==> config.mk <==
export PLATFORM = sky130hd
export DESIGN_NAME = hvsync_generator
export DESIGN_NICKNAME = d
export VERILOG_FILES = /design/src/rtl/hvsync_generator.sv
export SDC_FILE = /design/constraint.sdc
export NUM_CORES = 1
export LEC_CHECK = 0
export BUFFER_PORTS_ARGS = -buffer_cell sky130_fd_sc_hd__clkbuf_2
export CAP_MARGIN = 20
export CELL_PAD_IN_SITES_DETAIL_PLACEMENT = 1
export CELL_PAD_IN_SITES_GLOBAL_PLACEMENT = 1
export CORE_MARGIN = 8
export CORE_UTILIZATION = 40
export DETAILED_ROUTE_END_ITERATION = 16
export HOLD_SLACK_MARGIN = 0.06
export PLACE_DENSITY_LB_ADDON = 0.1
export SYNTH_ARGS = -nofsm -noshare
export SYNTH_HDL_FRONTEND = slang
export SYNTH_SLANG_ARGS = --single-unit
==> constraint.sdc <==
create_clock -name clk -period 1.9 [get_ports clk]
set_clock_uncertainty 0.1 [all_clocks]
set_input_delay 0.19 -clock clk [delete_from_list [all_inputs] [get_ports clk]]
set_output_delay 0.19 -clock clk [all_outputs]
set_load 0.01 [all_outputs]
==> src/rtl/hvsync_generator.sv <==
// ============================================================================
// Module   : hvsync_generator
// Purpose  : VGA-style raster timing generator with registered counters and syncs.
//            Define HVSYNC_POS_POLARITY_EN for active-high hsync/vsync.
// Revision : 1.0  initial release
// ============================================================================
`default_nettype none

module hvsync_generator #(
  parameter int H_DISPLAY = 640,
  parameter int H_FRONT   = 16,
  parameter int H_SYNC    = 96,
  parameter int H_BACK    = 48,
  parameter int V_DISPLAY = 480,
  parameter int V_FRONT   = 10,
  parameter int V_SYNC    = 2,
  parameter int V_BACK    = 33
) (
  input  logic       clk,
  input  logic       reset,
  output logic       hsync,
  output logic       vsync,
  output logic       display_on,
  output logic [9:0] hpos,
  output logic [9:0] vpos
);

  localparam int H_TOTAL = H_DISPLAY + H_FRONT + H_SYNC + H_BACK;
  localparam int V_TOTAL = V_DISPLAY + V_FRONT + V_SYNC + V_BACK;

  localparam logic [9:0] H_MAX        = 10'(H_TOTAL - 1);
  localparam logic [9:0] V_MAX        = 10'(V_TOTAL - 1);
  localparam logic [9:0] H_VIS        = 10'(H_DISPLAY);
  localparam logic [9:0] V_VIS        = 10'(V_DISPLAY);
  localparam logic [9:0] H_SYNC_FIRST = 10'(H_DISPLAY + H_FRONT);
  localparam logic [9:0] H_SYNC_LAST  = 10'(H_DISPLAY + H_FRONT + H_SYNC - 1);
  localparam logic [9:0] V_SYNC_FIRST = 10'(V_DISPLAY + V_FRONT);
  localparam logic [9:0] V_SYNC_LAST  = 10'(V_DISPLAY + V_FRONT + V_SYNC - 1);

`ifdef HVSYNC_POS_POLARITY_EN
  localparam logic SYNC_ACTIVE = 1'b1;
`else
  localparam logic SYNC_ACTIVE = 1'b0;
`endif

  logic [9:0] hpos_q, hpos_d;
  logic [9:0] vpos_q, vpos_d;
  logic       hsync_q, hsync_d;
  logic       vsync_q, vsync_d;
  logic       display_on_q, display_on_d;
  logic       h_wrap;

  // Decodes work on the next-state counters so every output register lines up
  // with the position it describes.
  always_comb begin
    h_wrap = (hpos_q >= H_MAX);
    hpos_d = h_wrap ? 10'd0 : hpos_q + 10'd1;
    vpos_d = vpos_q;
    if (h_wrap) begin
      vpos_d = (vpos_q >= V_MAX) ? 10'd0 : vpos_q + 10'd1;
    end

    hsync_d = ((hpos_d >= H_SYNC_FIRST) && (hpos_d <= H_SYNC_LAST)) ? SYNC_ACTIVE : ~SYNC_ACTIVE;
    vsync_d = ((vpos_d >= V_SYNC_FIRST) && (vpos_d <= V_SYNC_LAST)) ? SYNC_ACTIVE : ~SYNC_ACTIVE;
    display_on_d = (hpos_d < H_VIS) && (vpos_d < V_VIS);
  end

  always_ff @(posedge clk) begin
    if (reset) begin
      hpos_q       <= 10'd0;
      vpos_q       <= 10'd0;
      hsync_q      <= ~SYNC_ACTIVE;
      vsync_q      <= ~SYNC_ACTIVE;
      display_on_q <= 1'b1;
    end else begin
      hpos_q       <= hpos_d;
      vpos_q       <= vpos_d;
      hsync_q      <= hsync_d;
      vsync_q      <= vsync_d;
      display_on_q <= display_on_d;
    end
  end

  assign hpos       = hpos_q;
  assign vpos       = vpos_q;
  assign hsync      = hsync_q;
  assign vsync      = vsync_q;
  assign display_on = display_on_q;

endmodule

`default_nettype wire

==> results of run 1 <==
## cells by family after synthesis
family | after synthesis
adders and majority gates | 3
and+or+nand+nor | 71
muxes | 1
AOI/OAI and AO/OA | 31
buffers and inverters | 11
DFF | 23
xor gates and xnor gates | 13
## worst max-delay path, cell delays in order, from the launching register on
cell     delay [ns]
dfxtp_2        0.34
or4_4          0.54
o31ai_4        0.30
nand4_1        0.20
a31oi_2        0.19
nand4_1        0.11
## layout by cell type, fill, tap and decap left out, types with 3 or more instances in the layout
cell      synthesis  final
a21oi_1           8      6
a31oi_1           4      4
inv_1             5      5
ha_1              3      3
nand3_1           7      6
a211oi_1          5      4
buf_4             1     38
nand2_1          13     13
xnor2_1           8      8
xor2_1            5      5
dfxtp_1          23     21
clkbuf_4          0      3
nand4_1          11     11
nor2_1           20     18
clkbuf_2          0     24
## timing repair
action	in CTS	in global routing
hold buffers	1	0
endpoints found under the hold margin	2	0
resized for setup	4	9
buffers inserted	2	5
endpoints found under the setup margin	16	16
pin swaps	3	5
## registers in the layout, indices dropped and copies added, names as in the netlist
register	count
hpos	10
vpos	10
display_on	1
hsync	1
vsync	1
## layer usage
metal	GRT usage, %	routed length, um
met5	0	0
met4	6.89	55
met3	2.59	90
met2	31.5	2310
met1	19.9	1860
## cell type report
cell class | count | area, sq um | area share, %
flip-flops and latches | 23 | 463 | 25.4
inverters | 5 | 18.8 | 1.03
well taps | 46 | 57.6 | 3.16
repair buffers | 64 | 427 | 23.4
multi-input cells | 119 | 830 | 45.5
clock buffers | 4 | 26.3 | 1.44
## worst min path at each step
| stage | slack (ns) | endpoint | start | cells past startpoint |
|---|---|---|---|---|
| floorplan | 0.16 | vpos[0] | reset | 1 |
| global placement | 0.36 | vpos[0] | reset | 2 |
| detailed placement | 0.37 | vpos[0] | reset | 2 |
| CTS | 0.48 | hpos[0] | hpos[0] | 2 |
| global route | 0.48 | hpos[0] | hpos[0] | 2 |
| finish | 0.44 | hpos[0] | hpos[0] | 2 |
## metrics by stage
stage               total power (W)  setup TNS, ns
finish                     0.000777              0
floorplan                  0.000522              0
detailed placement         0.000549         -0.629
global route               0.000819         -0.200
global placement           0.000547        -0.0780
CTS                        0.000787        -0.0830
## where the power goes
part	internal, W	total, W	switching (W)
sequential	0.000488	0.000492	0.00000388
combinational	0.0000235	0.0000493	0.0000258
clock	0.0000821	0.000235	0.000153
==> impl_metrics.tcl, run 1 <==
set metrics [dict create \
    p_leak_nw 0.735 \
    vias 1419 \
    synthArstFlopShare_pct 0 \
    syn_avg_cell_area_sq_um 8.58 \
    die-width_um 73.3 \
    antenna_left 0 \
    synth.net_count 158 \
    fin_area_sq_um 1820 \
    first_pass_iters 6 \
    wirelength_um 4320 \
    drt_iter0_markers 108 \
    synth.top_cell.area_share_pct 35.1 \
    place_inst 249 \
    p_per_area_nw_per_um2 426 \
    numClockSinks 23 \
    grt_start_max_net_pins 13 \
    r2r_setup_slack_ns 0.003 \
    die_h_um 73.3 \
    grt_pass1_wl_um 7290 \
    antenna_found_initial 0 \
    row_count 21 \
    setup_viol 0 \
    max_cap_viol_count 0 \
    final_cells 261 \
    startpoint_type "flip-flop" \
    syn_inst 153 \
    port_buffers 24 \
    viasPerCell 5.44 \
    root_buffer "clkbuf_4" \
    insertion_delay_ns 0.32 \
    nFillCells 412 \
    clkSlewWorstSetupHoldPaths_ns 0.13 \
    synth_flop_cell "dfxtp_1" \
    endpoint "vsync" \
    hold_viol_final 0 \
    gp_congestion 0.859 \
    layout-area-overhead-vs-synth_pct 38.8 \
    r2r-end "vsync" \
    fin_ws_ns 0.00285 \
    synth_common_cells "23 x dfxtp_1, 20 x nor2_1, 13 x nand2_1, 11 x nand4_1" \
    drc 0 \
    drive_gt1_share_pct 39.5 \
    initial_core_util_pct 40.6 \
    ir_worst_vdd_mv 0.318 \
    fin_util_pct 56.4 \
    ys_seq_area_share_pct 35.1 \
    wl_per_cell_um 16.6 \
    critPathKind "flip-flop to flip-flop" \
    fmax_mhz 527 \
    clockBufferDepth 2 \
    num-nets-final 221 \
    synth_area_leaders "dfxtp_1 35%, nor2_1 5.7%, xnor2_1 5.3%" \
    cts_tree "done" \
    synth_simple_gate_area_share_pct 29.7 \
    grt_pass1_vias 1518 \
    placed_area_sq_um 1690 \
    synth_xor_area_share_pct 8.67 \
    fin_crit_ns 1.90 \
    period_share_pct 99.8 \
    synth_top_family_by_area "simple AND/OR/NAND/NOR gates" \
    rsz0062_at_grt "yes" \
    synth.most_common_cell "dfxtp_1" \
    hold_slack_ns 0.439 \
    synth_area_sq_um 1310 \
    crit_start "vpos[8]" \
    core_sq_um 3230 \
    preCtsSetupSlack_ns -0.160 \
    slew_headroom_pct 73.1 \
    ctsHtreeMaxLevel 1 \
    dieArea_sq_um 5370 \
    status "finished clean" \
    cp-end-kind "flip-flop" \
    synth_compound_area_share_pct 18.6 \
    yosys.area_share.adder_pct 2.86 \
    yosys_warnings 0 \
    ios 25 \
    synth_edf_count 0 \
    ys_ff_latch 23 \
    ff2ff_path_depth 5 \
    antennaDiodeCount 0 \
    worstPathRequired_ns 2.00 \
    grt_usage_pct 17.4 \
    worst_pin_slew_ns 0.402 \
    place.detailed.hpwl_um 3330 \
    reg2reg_from "vpos[8]" \
    numCtsBuffers 3 \
    grt_overflow 0 \
    hold_path_class "flip-flop to flip-flop" \
    yosysTopAreaCell "dfxtp_1" \
    synthMuxAreaShare_pct 0.858 \
    drv_slew 0 \
    ys_types 40 \
    crit_fanout 4 \
    cp_data_arrival_time_ns 2.00 \
]
No activity file was read; power rests on OpenSTA's default activity.
==> run 2: changes to the inputs <==
Settings changed: CAP_MARGIN 20 to unset, PLACE_DENSITY set to 0.88, PLACE_DENSITY_LB_ADDON 0.1 to unset.
==> impl_metrics.tcl, run 2 (synthesis gave the netlist of run 1 again) <==
set metrics [dict create \
    status "finished, violations left" \
    failed_checks "negative setup slack" \
    grt_usage_pct 18.7 \
    period_share_pct 104 \
    p_leak_nw 0.741 \
    dieArea_sq_um 5370 \
    antenna_left 0 \
    first_pass_iters 4 \
    cp.depth 7 \
    cts_tree "done" \
    grt_start_max_net_pins 13 \
    path_cells "ha_4, nand4_1, buf_6, a2111oi_4, xnor2_2, a31oi_2, nand4_1" \
    fin_setup_tns_ns -0.101 \
    die-width_um 73.3 \
    slowest_delay_ns 0.49 \
    grt_overflow 0 \
    layout_common_cells "38 x buf_4, 24 x clkbuf_2, 19 x dfxtp_1" \
    gp_congestion 0.880 \
    cp_slowest_cell "a2111oi_4" \
    startpoint_type "flip-flop" \
    num-nets-final 221 \
    wirelength_um 4840 \
    crit_buf_inv 1 \
    whs_path_depth 2 \
    multi_input_area_sq_um 877 \
    antenna_found_initial 0 \
    crit_fanout 5 \
    clkSlewWorstSetupHoldPaths_ns 0.13 \
    timing.critical_path.mode_cell "nand4_1" \
    drive_gt1_share_pct 41.4 \
    max_cap_viol_count 0 \
    drt_iter0_markers 93 \
    grt_pass1_vias 1611 \
    place.detailed.hpwl_um 3550 \
    cp_data_arrival_time_ns 2.06 \
    numClockSinks 23 \
    die_h_um 73.3 \
    core_sq_um 3230 \
    ios 25 \
    hold_viol_final 0 \
    layout-area-overhead-vs-synth_pct 42.6 \
    vias 1484 \
    preCtsSetupSlack_ns -0.124 \
    row_count 21 \
    numCtsBuffers 3 \
    initial_core_util_pct 40.6 \
    critPathKind "flip-flop to flip-flop" \
    insertion_delay_ns 0.32 \
    slew_headroom_pct 70.7 \
    grt_pass1_wl_um 7810 \
    port_buffers 24 \
    worstPathRequired_ns 2.00 \
    hold_path_class "flip-flop to flip-flop" \
    viasPerCell 5.69 \
    path_delay_family "compound AO/OA/AOI/OAI gates" \
    ctsHtreeMaxLevel 1 \
    nFillCells 410 \
    drc 0 \
    ff2ff_path_depth 7 \
    worst_pin_slew_ns 0.440 \
    fin_ws_ns -0.0678 \
    root_buffer "clkbuf_4" \
    ir_worst_vdd_mv 0.229 \
    cp-end-kind "flip-flop" \
    rsz0062_at_grt "yes" \
    fmax_mhz 508 \
    setup_viol 2 \
    final_common_cell "buf_4" \
    drv_slew 0 \
    clockBufferDepth 2 \
    seq_area_sq_um 465 \
    p_per_area_nw_per_um2 419 \
    wl_per_cell_um 18.5 \
    antennaDiodeCount 0 \
    fin_crit_ns 1.97 \
]
run 2: cell counts in the layout (fill, tap and decap cells not counted):
No cell type changed its count.
run 2: what timing repair did:
action,CTS,global route
endpoints found under the setup margin,5,17
pin swaps,7,7
hold endpoints to repair,2,0
gates resized for setup,8,12
buffers inserted,8,2
hold buffers,1,0
run 2: final timing paths:
path,startpoint,to,slack (ns)
setup / recovery,hpos[0],vsync,-0.07
hold / removal,hpos[0],hpos[0],0.48
setup reg to reg,hpos[0],vsync,-0.07
hold reg to reg,hpos[0],hpos[0],0.48
run 2: power breakdown:
part | total (W) | switching, W | internal, W
Clock | 0.000236 | 0.000154 | 0.0000821
Sequential | 0.000495 | 0.00000620 | 0.000488
Combinational | 0.0000541 | 0.0000282 | 0.0000258
run 2: cell type report:
| class | count | share of cell area [%] |
|---|---|---|
| Multi-Input combinational cell | 119 | 46.9 |
| Sequential cell | 23 | 24.9 |
| Timing Repair Buffer | 64 | 22.8 |
| Tap cell | 46 | 3.07 |
| Clock buffer | 4 | 1.40 |
| Inverter | 5 | 1.00 |
run 2: through the flow:
stage | area [sq um] | power [W] | cells | hold slack, ns | utilization (%)
floorplan | 1310 | 0.000522 | 153 | 0.159 | -
global placement | 1670 | 0.000546 | 246 | 0.363 | 51.7
detailed placement | 1670 | 0.000549 | 246 | 0.378 | 51.7
CTS | 1800 | 0.000785 | 259 | 0.472 | 55.6
global route | 1870 | 0.000820 | 261 | 0.504 | 57.9
finish | 1870 | 0.000785 | 261 | 0.479 | 57.9
run 2: tightest hold or removal path, cell delays in order, from the launching register on:
cell and delay, ns:
dfxtp_2 0.38, buf_4 0.14, nor2_1 0.04
run 2: per-layer routing:
layer / share of wire (%) / up-vias / global-route usage (%)
li1: - / 691 / -
met1: 38 / 731 / 17.8
met2: 54 / 46 / 35.6
met3: 3.8 / 16 / 4.37
met4: 3.4 / 0 / 10.7
met5: 0 / - / 0
